[config.mk]
export PLATFORM = sky130hd
export DESIGN_NAME = fetch_unit
export DESIGN_NICKNAME = d
export VERILOG_FILES = /design/src/rtl/fetch_unit_pkg.sv /design/src/rtl/fetch_resp_buf.sv /design/src/rtl/fetch_unit.sv
export SDC_FILE = /design/constraint.sdc
export NUM_CORES = 1
export LEC_CHECK = 0
export CORE_UTILIZATION = 40
export CTS_CLUSTER_SIZE = 12
export DETAILED_ROUTE_END_ITERATION = 16
export HOLD_SLACK_MARGIN = 0.15
export PLACE_DENSITY = 0.67
export SKIP_LAST_GASP = 1
export SLEW_MARGIN = 20
export SYNTH_ARGS = -nofsm -noshare
export SYNTH_HDL_FRONTEND = slang
export SYNTH_SLANG_ARGS = --single-unit
export TNS_END_PERCENT = 50
[constraint.sdc]
create_clock -name clk -period 13.7 [get_ports clk]
set_input_delay 2.74 -clock clk [delete_from_list [all_inputs] [get_ports clk]]
set_output_delay 2.74 -clock clk [all_outputs]
set_load 0.01 [all_outputs]
[src/rtl/fetch_unit_pkg.sv]
// rtl/fetch_unit_pkg.sv - shared core constants and fetch entry type
package fetch_unit_pkg;

  localparam int CORE_XLEN = 32;
  localparam logic [CORE_XLEN-1:0] CORE_RESET_PC = '0;

  typedef struct packed {
    logic [CORE_XLEN-1:0] pc;
    logic [CORE_XLEN-1:0] instr;
  } fetch_entry_t;

endpackage

[src/rtl/fetch_resp_buf.sv]
// rtl/fetch_resp_buf.sv - circular response buffer with combinational head and clear
module fetch_resp_buf
  import fetch_unit_pkg::*;
#(
  parameter int DEPTH = 2,
  parameter int DW    = 2 * CORE_XLEN
) (
  input  logic                         clk,
  input  logic                         rst,
  input  logic                         i_clear,
  input  logic                         i_push,
  input  logic [DW-1:0]                i_data,
  input  logic                         i_pop,
  output logic [DW-1:0]                o_head,
  output logic [$clog2(DEPTH+1)-1:0]   o_count,
  output logic                         o_empty
);

  localparam int CW = $clog2(DEPTH + 1);
  localparam int IW = (DEPTH > 1) ? $clog2(DEPTH) : 1;
  localparam logic [IW-1:0] LAST = IW'(DEPTH - 1);

  logic [DW-1:0] r_mem [DEPTH];
  logic [IW-1:0] r_wr_ptr;
  logic [IW-1:0] r_rd_ptr;
  logic [CW-1:0] r_count;

  function automatic logic [IW-1:0] ptr_inc(input logic [IW-1:0] p);
    return (p == LAST) ? '0 : p + IW'(1);
  endfunction

  always_ff @(posedge clk) begin
    if (rst) begin
      r_wr_ptr <= '0;
      r_rd_ptr <= '0;
      r_count  <= '0;
      for (int i = 0; i < DEPTH; i++) r_mem[i] <= '0;
    end else if (i_clear) begin
      r_wr_ptr <= '0;
      r_rd_ptr <= '0;
      r_count  <= '0;
    end else begin
      if (i_push) begin
        r_mem[r_wr_ptr] <= i_data;
        r_wr_ptr        <= ptr_inc(r_wr_ptr);
      end
      if (i_pop) r_rd_ptr <= ptr_inc(r_rd_ptr);
      r_count <= r_count + CW'(i_push) - CW'(i_pop);
    end
  end

  assign o_head  = r_mem[r_rd_ptr];
  assign o_count = r_count;
  assign o_empty = (r_count == '0);

endmodule

[src/rtl/fetch_unit.sv]
// rtl/fetch_unit.sv - sequential instruction fetch with credit-limited issue and redirect flush
module fetch_unit
  import fetch_unit_pkg::*;
#(
  parameter int             XLEN            = CORE_XLEN,
  parameter logic [XLEN-1:0] RESET_PC       = XLEN'(CORE_RESET_PC),
  parameter int             MAX_OUTSTANDING = 2
) (
  input  logic              clk,
  input  logic              rst,
  input  logic              halt,
  input  logic              redirect_valid,
  input  logic [XLEN-1:0]   redirect_pc,
  output logic              imem_req_valid,
  input  logic              imem_req_ready,
  output logic [XLEN-1:0]   imem_req_addr,
  input  logic              imem_resp_valid,
  input  logic [XLEN-1:0]   imem_resp_data,
  input  logic              fifo_full,
  output logic              fifo_wr_en,
  output logic [2*XLEN-1:0] fifo_din,
  output logic              flush_queue
);

  localparam int CW = $clog2(MAX_OUTSTANDING + 1);
  localparam int IW = (MAX_OUTSTANDING > 1) ? $clog2(MAX_OUTSTANDING) : 1;
  localparam logic [IW-1:0] LAST = IW'(MAX_OUTSTANDING - 1);

  localparam logic [1:0] S_START = 2'd0;
  localparam logic [1:0] S_FETCH = 2'd1;
  localparam logic [1:0] S_HALT  = 2'd2;

  logic [1:0]       r_state;
  logic [XLEN-1:0]  r_pc;
  logic [CW-1:0]    r_outstanding;
  logic [CW-1:0]    r_stale;
  logic [XLEN-1:0]  r_tag [MAX_OUTSTANDING];
  logic [IW-1:0]    r_tag_wr;
  logic [IW-1:0]    r_tag_rd;

  logic [1:0]        w_state_next;
  logic [CW-1:0]     w_buf_count;
  logic              w_buf_empty;
  logic [2*XLEN-1:0] w_buf_head;
  logic              w_fifo_wr;
  logic [CW:0]       w_used;
  logic              w_accept;
  logic              w_resp_live;
  logic [CW-1:0]     w_out_next;

  function automatic logic [IW-1:0] ptr_inc(input logic [IW-1:0] p);
    return (p == LAST) ? '0 : p + IW'(1);
  endfunction

  assign w_fifo_wr = ~rst & ~w_buf_empty & ~fifo_full & ~halt & ~redirect_valid;

  // A slot freed by this cycle's drain can be re-used by this cycle's request,
  // which is what allows one instruction per cycle with a 1-cycle memory.
  assign w_used = {1'b0, r_outstanding} + {1'b0, w_buf_count} - {{CW{1'b0}}, w_fifo_wr};

  assign imem_req_valid = ~rst & (r_state == S_FETCH) & ~halt & ~redirect_valid
                        & (w_used < (CW+1)'(MAX_OUTSTANDING));
  assign imem_req_addr  = r_pc;
  assign w_accept       = imem_req_valid & imem_req_ready;

  assign w_resp_live = imem_resp_valid & (r_stale == '0) & ~redirect_valid;
  assign w_out_next  = r_outstanding + CW'(w_accept) - CW'(imem_resp_valid);

  assign w_state_next = halt ? S_HALT : S_FETCH;

  always_ff @(posedge clk) begin
    if (rst) begin
      r_state       <= S_START;
      r_pc          <= RESET_PC;
      r_outstanding <= '0;
      r_stale       <= '0;
      r_tag_wr      <= '0;
      r_tag_rd      <= '0;
    end else begin
      r_state       <= w_state_next;
      r_outstanding <= w_out_next;
      if (redirect_valid) begin
        r_pc    <= {redirect_pc[XLEN-1:2], 2'b00};
        r_stale <= w_out_next;
      end else begin
        if (w_accept) r_pc <= r_pc + XLEN'(4);
        if (imem_resp_valid && r_stale != '0) r_stale <= r_stale - CW'(1);
      end
      // Tags track every in-flight request, stale or not, so they pop with each response.
      if (w_accept) begin
        r_tag[r_tag_wr] <= r_pc;
        r_tag_wr        <= ptr_inc(r_tag_wr);
      end
      if (imem_resp_valid) r_tag_rd <= ptr_inc(r_tag_rd);
    end
  end

  fetch_resp_buf #(
    .DEPTH (MAX_OUTSTANDING),
    .DW    (2 * XLEN)
  ) u_resp_buf (
    .clk     (clk),
    .rst     (rst),
    .i_clear (redirect_valid),
    .i_push  (w_resp_live),
    .i_data  ({r_tag[r_tag_rd], imem_resp_data}),
    .i_pop   (w_fifo_wr),
    .o_head  (w_buf_head),
    .o_count (w_buf_count),
    .o_empty (w_buf_empty)
  );

  assign fifo_wr_en  = w_fifo_wr;
  assign fifo_din    = w_buf_head;
  assign flush_queue = redirect_valid & ~rst;

endmodule

==> metrics.md <==
| Metric | Value |
|---|---|
| CP Launch Type | input port |
| Final Hold Viols | 0 |
| Pwr dens | 127 nW/µm² |
| DRT Pass-1 Iters | 4 |
| IO Count | 170 |
| Fmax | 107 MHz |
| Pleak | 4.41 nW |
| Drt via density | 5.07 |
| CTS max path bufs | 3 |
| Cell Rows | 56 |
| Largest cells by area after synthesis | edfxtp_1, dfxtp_1, mux2_2, and2_1, nor2_1 |
| CTS Buf Count | 24 |
| Clock tree sinks | ~230 |
| Post-Syn Instances | 731 |
| Grt ovf | 0 |
| Number of global-route vias before repair | approximately 6.1k |
| Required time of the critical path | 10.96 ns |
| TritonCTS clock tree | yes |
| Count of cell types in the netlist | 46 |
| Total wire length | 21,300 µm |
| Finish-stage setup viols | 0 |
| Die area | 25,000 µm² |
| Die Wd | 158 µm |
| Cell breakdown of the critical path | clkdlybuf4s50_1, buf_4, or2_2, nor4_1, ha_1, nand2b_1, fa_1, xnor2_1, or3_1, nor3_1, clkdlybuf4s50_1 |
| R2r setup slk | 9.78 ns |
| Top-area cell type share of the netlist area | 0.568 |
| Total track usage | 0.169 |
| Syn. warnings | 0 |
| Worst path most repeated cell | clkdlybuf4s50_1 |
| Port-buffer cells | 163 |
| Crit. End Element | primary output |
| Slowest CP cell | clkdlybuf4s50_1 |
| Routed via count | 6,232 |
| Post-synth EDFFs | ~180 |
| DR iter-0 viols | 370 |
| Mapped cell area | 9730 µm² |
| Switching Share | 0.217 |
| Final Critical Period | roughly 9.4 ns |
| Starting Density | 0.411 |
| Final ANT Viol Nets | 0 |
| Number of diodes | 0 |
| Post-layout nets | approximately 970 |
| Clock power frac | 0.396 |
| Max-slew violation count | 0 |
| Post-CTS Hold Buffers | 0 |
| Root buffer cell | clkbuf_16 |
| Share of layout cells above drive strength 1 | 0.136 |
| Critical path buffers and inverters | 3 |
| Max-cap viol count | 0 |
| Core area | 23,700 µm² |
| Dpl hpwl | 13,200 µm |
| Clk_lat worst skew | between 0.5 and 0.6 ns |
| CP max stage delay | 0.57 ns |
| Logic pwr share | 0.098 |
| Mapped Avg Cell Area | roughly 13 µm² |
| Post-synthesis register bit count | 228 |
| Critical path class | in -> out |
| Post-CTS resize count | 0 |
| Worst Tran Pin Value | between 1 and 1.5 ns |
| RSZ-0062 raised after global routing | false |
| Cell-internal power | between 1 and 1.5 mW |
| Gp weighted congestion | 0.841 |
| CP delay by family, top | simple AND/OR/NAND/NOR gates |
| Routed len/inst | 17.3 µm |
| Hold Crit Class | reg -> reg |
| Count leader, synth | edfxtp_1 |
| Period utilization | 0.683 |
| First-pass GRT wire length | 32,600 µm |
| Arrival time of the worst setup path | ~6.6 ns |
| Die H | 158 µm |
| Clock slew at reported path FFs | approximately 0.060 ns |
| CP Max Fanout | 40 |
| Seq/Total Area, Yosys | 0.658 |
| VDD IR max | 0.0804 mV |
| Most frequent cells after synthesis | edfxtp_1, nor2_1, and2_1 |
| Worst Clk Skew | 0.00916 ns |
| Area leader, netlist | edfxtp_1 |
| Post-synth top flop | edfxtp_1 |
| Syn-to-layout area delta | 28.6% |
| Final core occ | 0.528 |
| Switching power | about 0.35 mW |
| Setup TNS | 0 ns |
| # DRC | 0 |
| Reg power frac | 0.506 |
| Initial antenna violation count | 0 |
| Status | finished clean |
| Clock H-tree levels | 1 |
| Asr flop ratio synth | 0 |
| Largest net degree at the start of global routing | 63 |
| Slew headroom | 0.313 |
| Postcts setup bufs | 0 |
[metrics by stage]
step                hold slack (ns)  setup WS [ns]  instances  power [mW]  instance area [µm²]
global placement              0.493           4.36       1187       0.974                11700
detailed placement            0.513           4.30       1187       0.977                11700
CTS                           0.527           4.26       1230        1.61                12500
floorplan                     0.480           5.33        734       0.890                 9740
global route                  0.549           4.05       1230        1.65                12500
finish                        0.525           4.34       1230        1.59                12500
[final timing paths]
path | endpoint | startpoint | depth (start not counted)
hold reg to reg | flip-flop | u_resp_buf.r_rd_ptr | 2
hold / removal | flip-flop | u_resp_buf.r_rd_ptr | 2
setup reg to reg | r_stale[1] | u_resp_buf.o_count[0] | 17
setup / recovery | imem_req_valid | rst | 11
[power by group through the flow]
stage	Combinational [mW]	Clock, mW	Sequential [mW]
final	0.155	0.631	0.806
after global routing	0.169	0.671	0.809
after floorplan	0.0780	0	0.812
after global placement	0.156	0	0.819
after CTS	0.158	0.646	0.806
after detailed placement	0.157	0	0.821
[cell type report]
| type | count | area, µm² |
|---|---|---|
| Tap cell | 319 | 399 |
| Multi-Input combinational cell | 450 | 3140 |
| Fill cell | 2075 | 11200 |
| Inverter | 14 | 52.6 |
| Clock buffer | 41 | 768 |
| Timing Repair Buffer | 176 | 1730 |
| Sequential cell | 228 | 6410 |
| Clock inverter | 2 | 10.0 |
[worst reg2reg max path, delay by kind of cell, from the launching register on]
family                     cells  cell delay (ns)
AOI/OAI and AO/OA              1             0.13
xor gates and xnor gates       3             0.52
adders and majority gates      4             1.20
buffers and inverters          3             0.55
DFF                            1             0.35
and+or+nand+nor                6             1.03
[registers in the layout (all words and copies together) (netlist names), 2 cells and up, named ones only]
register / cells
r_outstanding: 2
imem_req_addr: 30
r_state: 2
u_resp_buf.r_mem: 124
r_tag: 60
u_resp_buf.o_count: 2
r_stale: 2
[cell usage in the layout, fill, tap and decap left out, drive strengths merged, types with 15 or more instances in the layout]
cell / netlist / layout
clkbuf: 38 / 41
nand3: 15 / 15
xnor2: 16 / 16
nor2: 95 / 95
edfxtp: 184 / 184
dfxtp: 44 / 44
mux2i: 30 / 30
mux2: 63 / 63
and2: 70 / 70
nand2: 27 / 27
clkdlybuf4s50: 0 / 163
[per-layer routing]
layer | share of wire | wire length, µm | vias to the layer above | global-route usage
met1 | 0.44 | 9450 | 3021 | 0.224
met2 | 0.46 | 9820 | 209 | 0.279
li1 | - | - | 2967 | -
met5 | 0 | 0 | - | 0
met4 | 0.021 | 450 | 0 | 0.0508
met3 | 0.072 | 1540 | 35 | 0.0331
[kinds of logic (layout without fill, tap and decap cells)]
kind of cell	count (synthesis)	count (layout)	share of synthesized area
AO/OA/AOI/OAI	52	52	0.0363
buffers and inverters	56	233	0.0231
multiplexers	93	93	0.104
flip-flops	228	228	0.658
XOR/XNOR	27	27	0.0243
AND/OR/NAND/NOR	265	265	0.141
adder cells (fa/ha/maj)	9	9	0.0123
other	1	4	0.000385
Note: power is estimated with default switching activity, not from simulation.
